## config.mk

```make
export PLATFORM = sky130hd
export DESIGN_NAME = usb_tx_ctrl_flat
export DESIGN_NICKNAME = d
export VERILOG_FILES = /design/src/rtl/usb_tx_ctrl_if.sv /design/src/rtl/usb_tx_ctrl.sv /design/src/flat_wrapper.sv
export SDC_FILE = /design/constraint.sdc
export NUM_CORES = 1
export LEC_CHECK = 0
export BUFFER_PORTS_ARGS = -buffer_cell sky130_fd_sc_hd__buf_2
export CAP_MARGIN = 20
export CORE_MARGIN = 2
export CORE_UTILIZATION = 35
export DETAILED_ROUTE_END_ITERATION = 10
export GPL_TIMING_DRIVEN = 0
export PLACE_DENSITY = 0.54
export SLEW_MARGIN = 0
export SYNTH_ARGS = -nofsm -noshare
export SYNTH_HDL_FRONTEND = slang
export SYNTH_SLANG_ARGS = --single-unit
```

## constraint.sdc

```tcl
create_clock -name clk -period 4.15 [get_ports clk]
set_input_delay 0.415 -clock clk [delete_from_list [all_inputs] [get_ports clk]]
set_output_delay 0.415 -clock clk [all_outputs]
set_load 0.1 [all_outputs]
```

## src/rtl/usb_tx_ctrl_if.sv

```systemverilog
// Upstream byte handshake between the Tx FIFO/packet builder and usb_tx_ctrl.
//   tx_start : one-cycle request to begin a packet (honoured only when idle)
//   tx_data  : payload byte, sent LSB first
//   tx_valid : tx_data/tx_last are valid
//   tx_last  : current byte is the final payload byte
//   tx_ready : one-cycle pulse, byte consumed at the coming clock edge
// master = byte source, slave = usb_tx_ctrl.
interface usb_tx_ctrl_if;
    logic       tx_start;
    logic [7:0] tx_data;
    logic       tx_valid;
    logic       tx_last;
    logic       tx_ready;

    modport master (
        output tx_start,
        output tx_data,
        output tx_valid,
        output tx_last,
        input  tx_ready
    );

    modport slave (
        input  tx_start,
        input  tx_data,
        input  tx_valid,
        input  tx_last,
        output tx_ready
    );
endinterface

```

## src/rtl/usb_tx_ctrl.sv

```systemverilog
// USB Tx sequencer: emits SYNC, payload bytes and EOP as control strobes for
// the NRZI encode block, with bit timing and bit stuffing.
// Ports:
//   clk, rst      : clock, asynchronous active-high reset
//   tx            : upstream byte handshake (slave side); tx_ready is
//                   combinational and pulses in the cycle a byte is taken
//   d_orig        : raw bit to encode (0 = line transition), held per period
//   shift_enable  : one-cycle strobe at the start of each SYNC/DATA/STUFF bit
//   eop           : SE0 request during the EOP periods
//   eop_special   : forced-J request during the final bit period
//   sending       : line driven by the transmitter
//   busy          : sequencer is not idle
//   done          : one-cycle pulse in the first idle cycle after a packet
//   underrun      : combinational one-cycle pulse, byte needed but none valid
module usb_tx_ctrl #(
    parameter int unsigned CLKS_PER_BIT = 8,
    parameter logic [7:0]  SYNC_BYTE    = 8'h80,
    parameter int unsigned EOP_BITS     = 2
) (
    input  logic          clk,
    input  logic          rst,
    usb_tx_ctrl_if.slave  tx,
    output logic          d_orig,
    output logic          shift_enable,
    output logic          eop,
    output logic          eop_special,
    output logic          sending,
    output logic          busy,
    output logic          done,
    output logic          underrun
);

    localparam int unsigned BCNT_W = (CLKS_PER_BIT > 1) ? $clog2(CLKS_PER_BIT) : 1;
    localparam int unsigned ECNT_W = (EOP_BITS > 1) ? $clog2(EOP_BITS) : 1;
    localparam logic [BCNT_W-1:0] BCNT_LAST = BCNT_W'(CLKS_PER_BIT - 1);
    localparam logic [ECNT_W-1:0] ECNT_LAST = ECNT_W'(EOP_BITS - 1);
    localparam int unsigned STUFF_RUN = 6;

    typedef enum logic [2:0] {
        S_IDLE,
        S_SYNC,
        S_DATA,
        S_STUFF,
        S_EOP,
        S_EOPJ
    } state_t;

    state_t            state;
    logic [BCNT_W-1:0] bcnt;        // clocks within the current bit period
    logic [ECNT_W-1:0] ecnt;        // SE0 bit periods already sent
    logic [7:0]        shreg;       // shreg[0] is the bit on the line
    logic [2:0]        bidx;        // index of the bit on the line
    logic [2:0]        ones;        // consecutive ones before the current bit
    logic              sync_phase;  // still sending SYNC (no payload loaded yet)
    logic              last_byte;   // byte being sent was flagged tx_last
    logic              byte_done;   // pending stuff bit follows bit 7

    logic       bit_end_c;
    logic       data_bit_c;
    logic [2:0] ones_nxt_c;
    logic       stuff_c;
    logic       load_pt_c;
    logic       want_byte_c;

    // Bit-period bookkeeping and the byte load point.
    always_comb begin
        bit_end_c   = 1'b0;
        data_bit_c  = 1'b0;
        ones_nxt_c  = 3'd0;
        stuff_c     = 1'b0;
        load_pt_c   = 1'b0;
        want_byte_c = 1'b0;

        bit_end_c   = (bcnt == BCNT_LAST);
        data_bit_c  = (state == S_SYNC) || (state == S_DATA);
        ones_nxt_c  = shreg[0] ? (ones + 3'd1) : 3'd0;
        stuff_c     = data_bit_c && (ones_nxt_c == 3'(STUFF_RUN));
        // A stuff bit after bit 7 pushes the load point to the end of STUFF.
        load_pt_c   = bit_end_c &&
                      ((data_bit_c && (bidx == 3'd7) && !stuff_c) ||
                       ((state == S_STUFF) && byte_done));
        // After the last payload byte no further byte is requested.
        want_byte_c = sync_phase || !last_byte;
    end

    // Handshake pulses are combinational so the byte is taken on this edge.
    always_comb begin
        tx.tx_ready = 1'b0;
        underrun    = 1'b0;
        if (load_pt_c && want_byte_c) begin
            tx.tx_ready = tx.tx_valid;
            underrun    = !tx.tx_valid;
        end
    end

    // Sequencer: state, counters, shift register and registered outputs.
    always_ff @(posedge clk or posedge rst) begin
        if (rst) begin
            state        <= S_IDLE;
            bcnt         <= '0;
            ecnt         <= '0;
            shreg        <= '0;
            bidx         <= '0;
            ones         <= '0;
            sync_phase   <= 1'b0;
            last_byte    <= 1'b0;
            byte_done    <= 1'b0;
            d_orig       <= 1'b1;
            shift_enable <= 1'b0;
            eop          <= 1'b0;
            eop_special  <= 1'b0;
            sending      <= 1'b0;
            busy         <= 1'b0;
            done         <= 1'b0;
        end else begin
            shift_enable <= 1'b0;
            done         <= 1'b0;

            if (state != S_IDLE) begin
                bcnt <= bit_end_c ? '0 : (bcnt + BCNT_W'(1));
            end

            case (state)
                S_IDLE: begin
                    if (tx.tx_start) begin
                        state        <= S_SYNC;
                        bcnt         <= '0;
                        shreg        <= SYNC_BYTE;
                        bidx         <= '0;
                        ones         <= '0;
                        sync_phase   <= 1'b1;
                        last_byte    <= 1'b0;
                        byte_done    <= 1'b0;
                        d_orig       <= SYNC_BYTE[0];
                        shift_enable <= 1'b1;
                        sending      <= 1'b1;
                        busy         <= 1'b1;
                    end
                end

                S_SYNC, S_DATA: begin
                    if (bit_end_c) begin
                        ones  <= stuff_c ? 3'd0 : ones_nxt_c;
                        shreg <= {1'b0, shreg[7:1]};
                        if (stuff_c) begin
                            // Bit index already moves past the sent bit; the
                            // stuff period itself does not consume one.
                            state        <= S_STUFF;
                            byte_done    <= (bidx == 3'd7);
                            bidx         <= bidx + 3'd1;
                            d_orig       <= 1'b0;
                            shift_enable <= 1'b1;
                        end else if (bidx != 3'd7) begin
                            bidx         <= bidx + 3'd1;
                            d_orig       <= shreg[1];
                            shift_enable <= 1'b1;
                        end
                    end
                end

                S_STUFF: begin
                    if (bit_end_c && !byte_done) begin
                        state        <= sync_phase ? S_SYNC : S_DATA;
                        d_orig       <= shreg[0];
                        shift_enable <= 1'b1;
                    end
                end

                S_EOP: begin
                    if (bit_end_c) begin
                        if (ecnt == ECNT_LAST) begin
                            state       <= S_EOPJ;
                            eop         <= 1'b0;
                            eop_special <= 1'b1;
                        end else begin
                            ecnt <= ecnt + ECNT_W'(1);
                        end
                    end
                end

                S_EOPJ: begin
                    if (bit_end_c) begin
                        state       <= S_IDLE;
                        eop_special <= 1'b0;
                        sending     <= 1'b0;
                        busy        <= 1'b0;
                        done        <= 1'b1;
                        d_orig      <= 1'b1;
                    end
                end

                default: begin
                    state <= S_IDLE;
                end
            endcase

            // Load point: take the next byte, or close the packet with EOP.
            if (load_pt_c) begin
                byte_done <= 1'b0;
                if (want_byte_c && tx.tx_valid) begin
                    state        <= S_DATA;
                    shreg        <= tx.tx_data;
                    last_byte    <= tx.tx_last;
                    sync_phase   <= 1'b0;
                    bidx         <= '0;
                    d_orig       <= tx.tx_data[0];
                    shift_enable <= 1'b1;
                end else begin
                    state  <= S_EOP;
                    ecnt   <= '0;
                    eop    <= 1'b1;
                    d_orig <= 1'b1;
                end
            end
        end
    end

endmodule

```

## src/flat_wrapper.sv

```systemverilog
// flat-port wrapper written by rule: the top's interface ports become plain ports
module usb_tx_ctrl_flat 
#(
    parameter int unsigned CLKS_PER_BIT = 8,
    parameter logic [7:0]  SYNC_BYTE    = 8'h80,
    parameter int unsigned EOP_BITS     = 2
)
  (clk, rst, d_orig, shift_enable, eop, eop_special, sending, busy, done, underrun, tx_tx_start, tx_tx_data, tx_tx_valid, tx_tx_last, tx_tx_ready);
  usb_tx_ctrl_if tx_i ();
  input  logic clk;
  input  logic rst;
  output logic d_orig;
  output logic shift_enable;
  output logic eop;
  output logic eop_special;
  output logic sending;
  output logic busy;
  output logic done;
  output logic underrun;
  input wire logic [$bits(tx_i.tx_start)-1:0] tx_tx_start;
  input wire logic [$bits(tx_i.tx_data)-1:0] tx_tx_data;
  input wire logic [$bits(tx_i.tx_valid)-1:0] tx_tx_valid;
  input wire logic [$bits(tx_i.tx_last)-1:0] tx_tx_last;
  output wire logic [$bits(tx_i.tx_ready)-1:0] tx_tx_ready;
  assign tx_i.tx_start = tx_tx_start;
  assign tx_i.tx_data = tx_tx_data;
  assign tx_i.tx_valid = tx_tx_valid;
  assign tx_i.tx_last = tx_tx_last;
  assign tx_tx_ready = tx_i.tx_ready;
  usb_tx_ctrl #(.CLKS_PER_BIT(CLKS_PER_BIT), .SYNC_BYTE(SYNC_BYTE), .EOP_BITS(EOP_BITS)) u_core (.clk(clk), .rst(rst), .tx(tx_i), .d_orig(d_orig), .shift_enable(shift_enable), .eop(eop), .eop_special(eop_special), .sending(sending), .busy(busy), .done(done), .underrun(underrun));
endmodule
```

# --- Word level (Yosys, flattened, before mapping) ---
# Cells that the tools add are included.
word_totals:
  reg_bits: 30
  inputBits: 13
  out_inout_bits: 9
  word_cells: 151
classes:
  add_sub_neg: 4
  n_eq_ne: 22
  n_mux: 81
  n_reduce_logical: 29
ops:
  columns: ["operator", "n"]
  rows:
  - ["2-to-1 mux 3 bit", 23]
  - ["2-to-1 mux 1 bit", 44]
  - ["2-to-1 mux 8 bit", 4]
  - ["one-hot mux 8 bit (2 select lines)", 1]
  - ["== test 3 bit (second input constant)", 5]
  - ["inequality test 3 x 1 -> 1 bit (second input constant)", 5]
  - ["one-hot mux 3 bit (5 select lines)", 1]
  - ["one-hot mux 3 bit (2 select lines)", 2]
  - ["adder 3 x 1 -> 3 bit (second input constant)", 3]
  - ["logical AND 1 bit", 8]
  - ["inequality test 2 x 1 -> 1 bit (second input constant)", 4]
  - ["AND reduction 4 bit", 2]
  - ["AND reduction 7 bit", 1]
  - ["== test 3 x 2 -> 1 bit (second input constant)", 2]
  - ["inequality test 3 x 2 -> 1 bit (second input constant)", 2]
  - ["one-hot mux 1 bit (2 select lines)", 3]
  - ["AND reduction 3 bit", 2]
  - ["AND reduction 6 bit", 1]
  - ["nonzero test 2 bit", 3]
  - ["nonzero test 3 bit", 2]
  - ["nonzero test 5 bit", 1]
  - ["zero test 1 bit", 4]
  - ["inequality test 4 x 1 -> 1 bit (second input constant)", 1]
  - ["one-hot mux 1 bit (4 select lines)", 1]
  - ["9 further kinds", 11]

# --- Depth between registers and ports, before layout ---
depth:
  depth_word: 10
  ltp_mapped: 8
  mapped_depth_nobuf: 7

# --- Worst setup path before layout ---
# OpenSTA, ideal clock, no wires.
synth_timing:
  kind: "register to output"
  from: "register u_core.ones[0]"
  to: "output port underrun"
  arrival_time_ns: 3.605
  required_ns: 3.735
  setup_slack_ns: 0.130
  path_stages_with_launch: 6
  path_buffers: 0
  cell_sequence: "dfrtp_1 -> ha_1 -> and3_1 -> a211oi_4 -> a31oi_4 -> nor3b_1"
synth_via:
  elab_chain_cells: 10
synth_rtl:
  columns: ["item", "line", "rtl"]
  rows:
  - ["from (decl)", "usb_tx_ctrl.sv:53", "logic [2:0] ones;"]
  - ["from (signal assigned)", "usb_tx_ctrl.sv:143", "ones <= stuff_c ? 3'd0 : ones_nxt_c;"]
  - ["adder 3 x 1 -> 3 bit", "usb_tx_ctrl.sv:76", "ones_nxt_c = shreg[0] ? (ones + 3'd1) : 3'd0;"]
  - ["2-to-1 mux 3 bit", "usb_tx_ctrl.sv:76", null]
  - ["== test 3 bit", "usb_tx_ctrl.sv:77", "stuff_c = data_bit_c && (ones_nxt_c == 3'(STUFF_RUN));"]
  - ["logical AND 1 bit", "usb_tx_ctrl.sv:77", null]
  - ["zero test 1 bit", "usb_tx_ctrl.sv:80", "((data_bit_c && (bidx == 3'd7) && !stuff_c) ||"]
  - ["logical AND 1 bit", "usb_tx_ctrl.sv:80", null]
  - ["logical OR 1 bit", "usb_tx_ctrl.sv:80", null]
  - ["logical AND 1 bit", "usb_tx_ctrl.sv:79", "load_pt_c = bit_end_c &&"]
  - ["logical AND 1 bit", "usb_tx_ctrl.sv:90", "if (load_pt_c && want_byte_c) begin"]
  - ["2-to-1 mux 1 bit", "usb_tx_ctrl.sv:90", null]
  - ["to (decl)", "flat_wrapper.sv:19", "output logic underrun;"]
# No other way between the ends.

# --- Worst setup path in the final report ---
layout_timing:
  from: "register u_core.ones[0]"
  to: "output port tx_tx_ready"
layout_via:
  elab_chain_cells: 10
layout_rtl:
  columns: ["item", "line", "rtl"]
  rows:
  - ["adder 3 x 1 -> 3 bit", "usb_tx_ctrl.sv:76", null]
  - ["2-to-1 mux 3 bit", "usb_tx_ctrl.sv:76", null]
  - ["== test 3 bit", "usb_tx_ctrl.sv:77", null]
  - ["logical AND 1 bit", "usb_tx_ctrl.sv:77", null]
  - ["zero test 1 bit", "usb_tx_ctrl.sv:80", null]
  - ["logical AND 1 bit", "usb_tx_ctrl.sv:80", null]
  - ["logical OR 1 bit", "usb_tx_ctrl.sv:80", null]
  - ["logical AND 1 bit", "usb_tx_ctrl.sv:79", null]
  - ["logical AND 1 bit", "usb_tx_ctrl.sv:90", null]
  - ["2-to-1 mux 1 bit", "usb_tx_ctrl.sv:90", null]
  - ["to (decl)", "flat_wrapper.sv:24", "output wire logic [$bits(tx_i.tx_ready)-1:0] tx_tx_ready;"]
# No other way between the ends.

==> results.toml <==
[routing]
viasPerCell = 4.91
drc = 0
drtIter0Drc = 53
num_vias = 1381
wire_per_inst_um = 12.9
drt_pass1_iterations = 4
routed_wl_mm = 3.64
drt.antenna.violating_nets = 0

[placement]
dp.final_hpwl_mm = 2.70
place.gp.congestion = 0.809
portBuffers = 21

[grt]
grt_pass1_wl_mm = 6.44
grt_pass1_vias = 1347
grt_antenna_before_repair = 0
gr-total-overflow = 0
globalRouteTotalUtil_pct = 15.1
grt_max_degree = 20

[sta]
tns_ps = 0
slew_headroom_pct = 58.5
setup_viol = 0
tightest_slew_ps = 620
fmax_ghz = 0.316
hold_viol = 0
whs_ps = 172
final_max_slew_viol_count = 0
fin_skew_ps = 3.78
period_needed_ps = 3170
fin_crit_sh_pct = 76.3
rsz0062_at_grt = "no"

[job]
drv_cap = 0

[cts]
clk_latency_ps = 280
cts_made_buffers = 5
cts_tree = "yes"
cts_num_sinks = 30
clkTransAtPathRegs_ps = 70
ctsRootBufferMaster = "clkbuf_8"
cts_htree_levels = 2
cts_setup_buffers = 0
clock_path_buffers = 2
cts-resized-gates = 0
cts_hold_buf = 0

[logic_synthesis]
synth-simple-area-share_pct = 19.9
post_synth_fa_ha_maj_area_fraction_pct = 4.75
synth_area_leaders = "dfrtp_1 41%, mux2_4 5.0%, ha_1 4.2%"
synthArstFlopShare_pct = 100
ys_seq_area_share_pct = 42.0
synth_top_area_share_pct = 40.5
syn-num-nets = 200
synth_top_family_by_area = "simple AND/OR/NAND/NOR gates"
synth_cells = 181
synth_xor_area_share_pct = 0.978
ys_ff_latch = 30
ys.flop_type = "dfrtp_1"
ys_types = 51
synth_compound_area_share_pct = 19.5
avgSynthCellArea_um2 = 9.90
muxShareOfSynthArea_pct = 7.40
synth_area_um2 = 1790
synth_edf_count = 0
yosysWarnings = 0
yosysTopAreaCell = "dfrtp_1"

[final_layout]
multi_input_area_um2 = 941
layout-drive-gt1-share_pct = 23.7
fin_nets = 229
area_growth_pct = 18.6
diodes = 0
final_core_util_pct = 42.4
fillerInstances = 525
register_area_um2 = 752

[floorplanning]
die-area_um2 = 5710
core_um2 = 5010
rows = 26
die_width_um = 75.6
io_pins = 22
die_y_um = 75.6
initial_utilization_pct = 35.8

[worst_setup_path]
slowest_stage = "buf_2"
cp_data_arrival_time_ps = 2750
worstPathCellList = "ha_1 -> and3_1 -> a211oi_4 -> a31oi_4 -> or2_1 -> buf_6 -> inv_4 -> buf_2"
cp-start-kind = "flop"
cp-startpoint = "u_core.ones[0]$_DFFE_PP0P_"
worstPathMaxFanout = 9
cp_top_family = "buffers and inverters"
max_stage_delay_ps = 440
worstSetupEndpointType = "output pin"
rr_startpoint = "u_core.ones[0]$_DFFE_PP0P_"
required_ps = 3730
path_buf_inv = 3
path_class = "reg2out"

[worst_hold_path]
hold_path.class = "in2async"

[run_status]
status = "finished clean"

[power]
cellPowerDensity_nw_per_um2 = 656
vdd_drop_max_v = 0.000269
leakage_nw = 0.965
==> cell usage in the layout (no fill, tap or decap), types with 6 or more instances in the layout <==
cell / count
a21oi_1: 10
a22o_1: 6
buf_2: 23
dfrtp_1: 29
ha_1: 6
inv_1: 10
mux2_4: 6
nand2_1: 15
nand2b_1: 9
nor2_1: 11
o21ai_0: 10
==> metrics by stage <==
stage	power (mW)	std cells	setup slack, ps	instance area, um2
2_1_floorplan	0.979	181	130	1790
3_3_place_gp	1.10	272	1260	1980
3_5_place_dp	1.11	273	1270	2010
4_1_cts	1.41	281	954	2130
5_1_grt	1.51	281	823	2130
6_report	1.40	281	982	2130
==> state kept, by name (all words and copies together) (netlist names) <==
name,cells
u_core.d_orig,1
u_core.eop,1
u_core.state,3
u_core.eop_special,1
u_core.ones,3
u_core.sync_phase,1
u_core.last_byte,1
u_core.done,1
u_core.byte_done,1
u_core.shreg,8
u_core.bcnt,3
u_core.bidx,3
u_core.shift_enable,1
u_core.sending,1
u_core.ecnt,1
==> cells in the mapped netlist (4+ instances only) <==
master	count
a21oi_1	10
dfrtp_1	29
a22o_1	6
nand2b_1	9
nor2b_1	4
nand2_1	15
inv_1	10
and2_1	4
mux2_4	6
nand3b_1	4
o21ai_0	10
ha_1	6
nor2_1	11
nor3_1	5
==> cell type report <==
| cell class | instances | area share (%) |
|---|---|---|
| Tap cell | 70 | 4.12 |
| Inverter | 11 | 2.06 |
| Timing Repair Buffer | 22 | 6.24 |
| Multi-Input combinational cell | 130 | 44.3 |
| Clock inverter | 3 | 2.12 |
| Clock buffer | 5 | 3.24 |
| Buffer | 10 | 2.59 |
| Sequential cell | 30 | 35.4 |
==> logic make-up (layout without fill, tap and decap cells) <==
| family | after synthesis | count (layout) |
|---|---|---|
| flops | 30 | 30 |
| compound gates | 47 | 47 |
| mux | 10 | 10 |
| xor+xnor | 2 | 2 |
| buf+inv | 21 | 51 |
| simple gates | 64 | 64 |
| fa+ha+maj | 7 | 7 |
==> worst paths after layout <==
kind	endpoint	slack [ps]	cells after the start
min in group clk	u_core.shreg[7]$_DFF_PP0_	360	2
setup / recovery	tx_tx_ready	980	8
hold / removal	u_core.bcnt[1]$_DFF_PP0_	170	2
max in group asynchronous	u_core.ones[1]$_DFFE_PP0P_	3500	3
setup reg to reg	u_core.shreg[7]$_DFF_PP0_	1670	8
hold reg to reg	u_core.d_orig$_DFFE_PP1P_	470	2
==> power by group <==
group	internal [mW]	total [mW]	switching (mW)
Combinational	0.247	0.657	0.411
Clock	0.178	0.294	0.116
Sequential	0.383	0.444	0.0612
Total	0.808	1.40	0.588
==> routing by layer <==
layer / up-vias / GRT usage [%] / share of wire, %
li1: 698 / - / -
met1: 658 / 20.9 / 51
met2: 21 / 23.6 / 45
met3: 4 / 3.57 / 3.2
met4: 0 / 4.29 / 1.1
met5: - / 0 / 0
(Power assumes the default switching activity.)
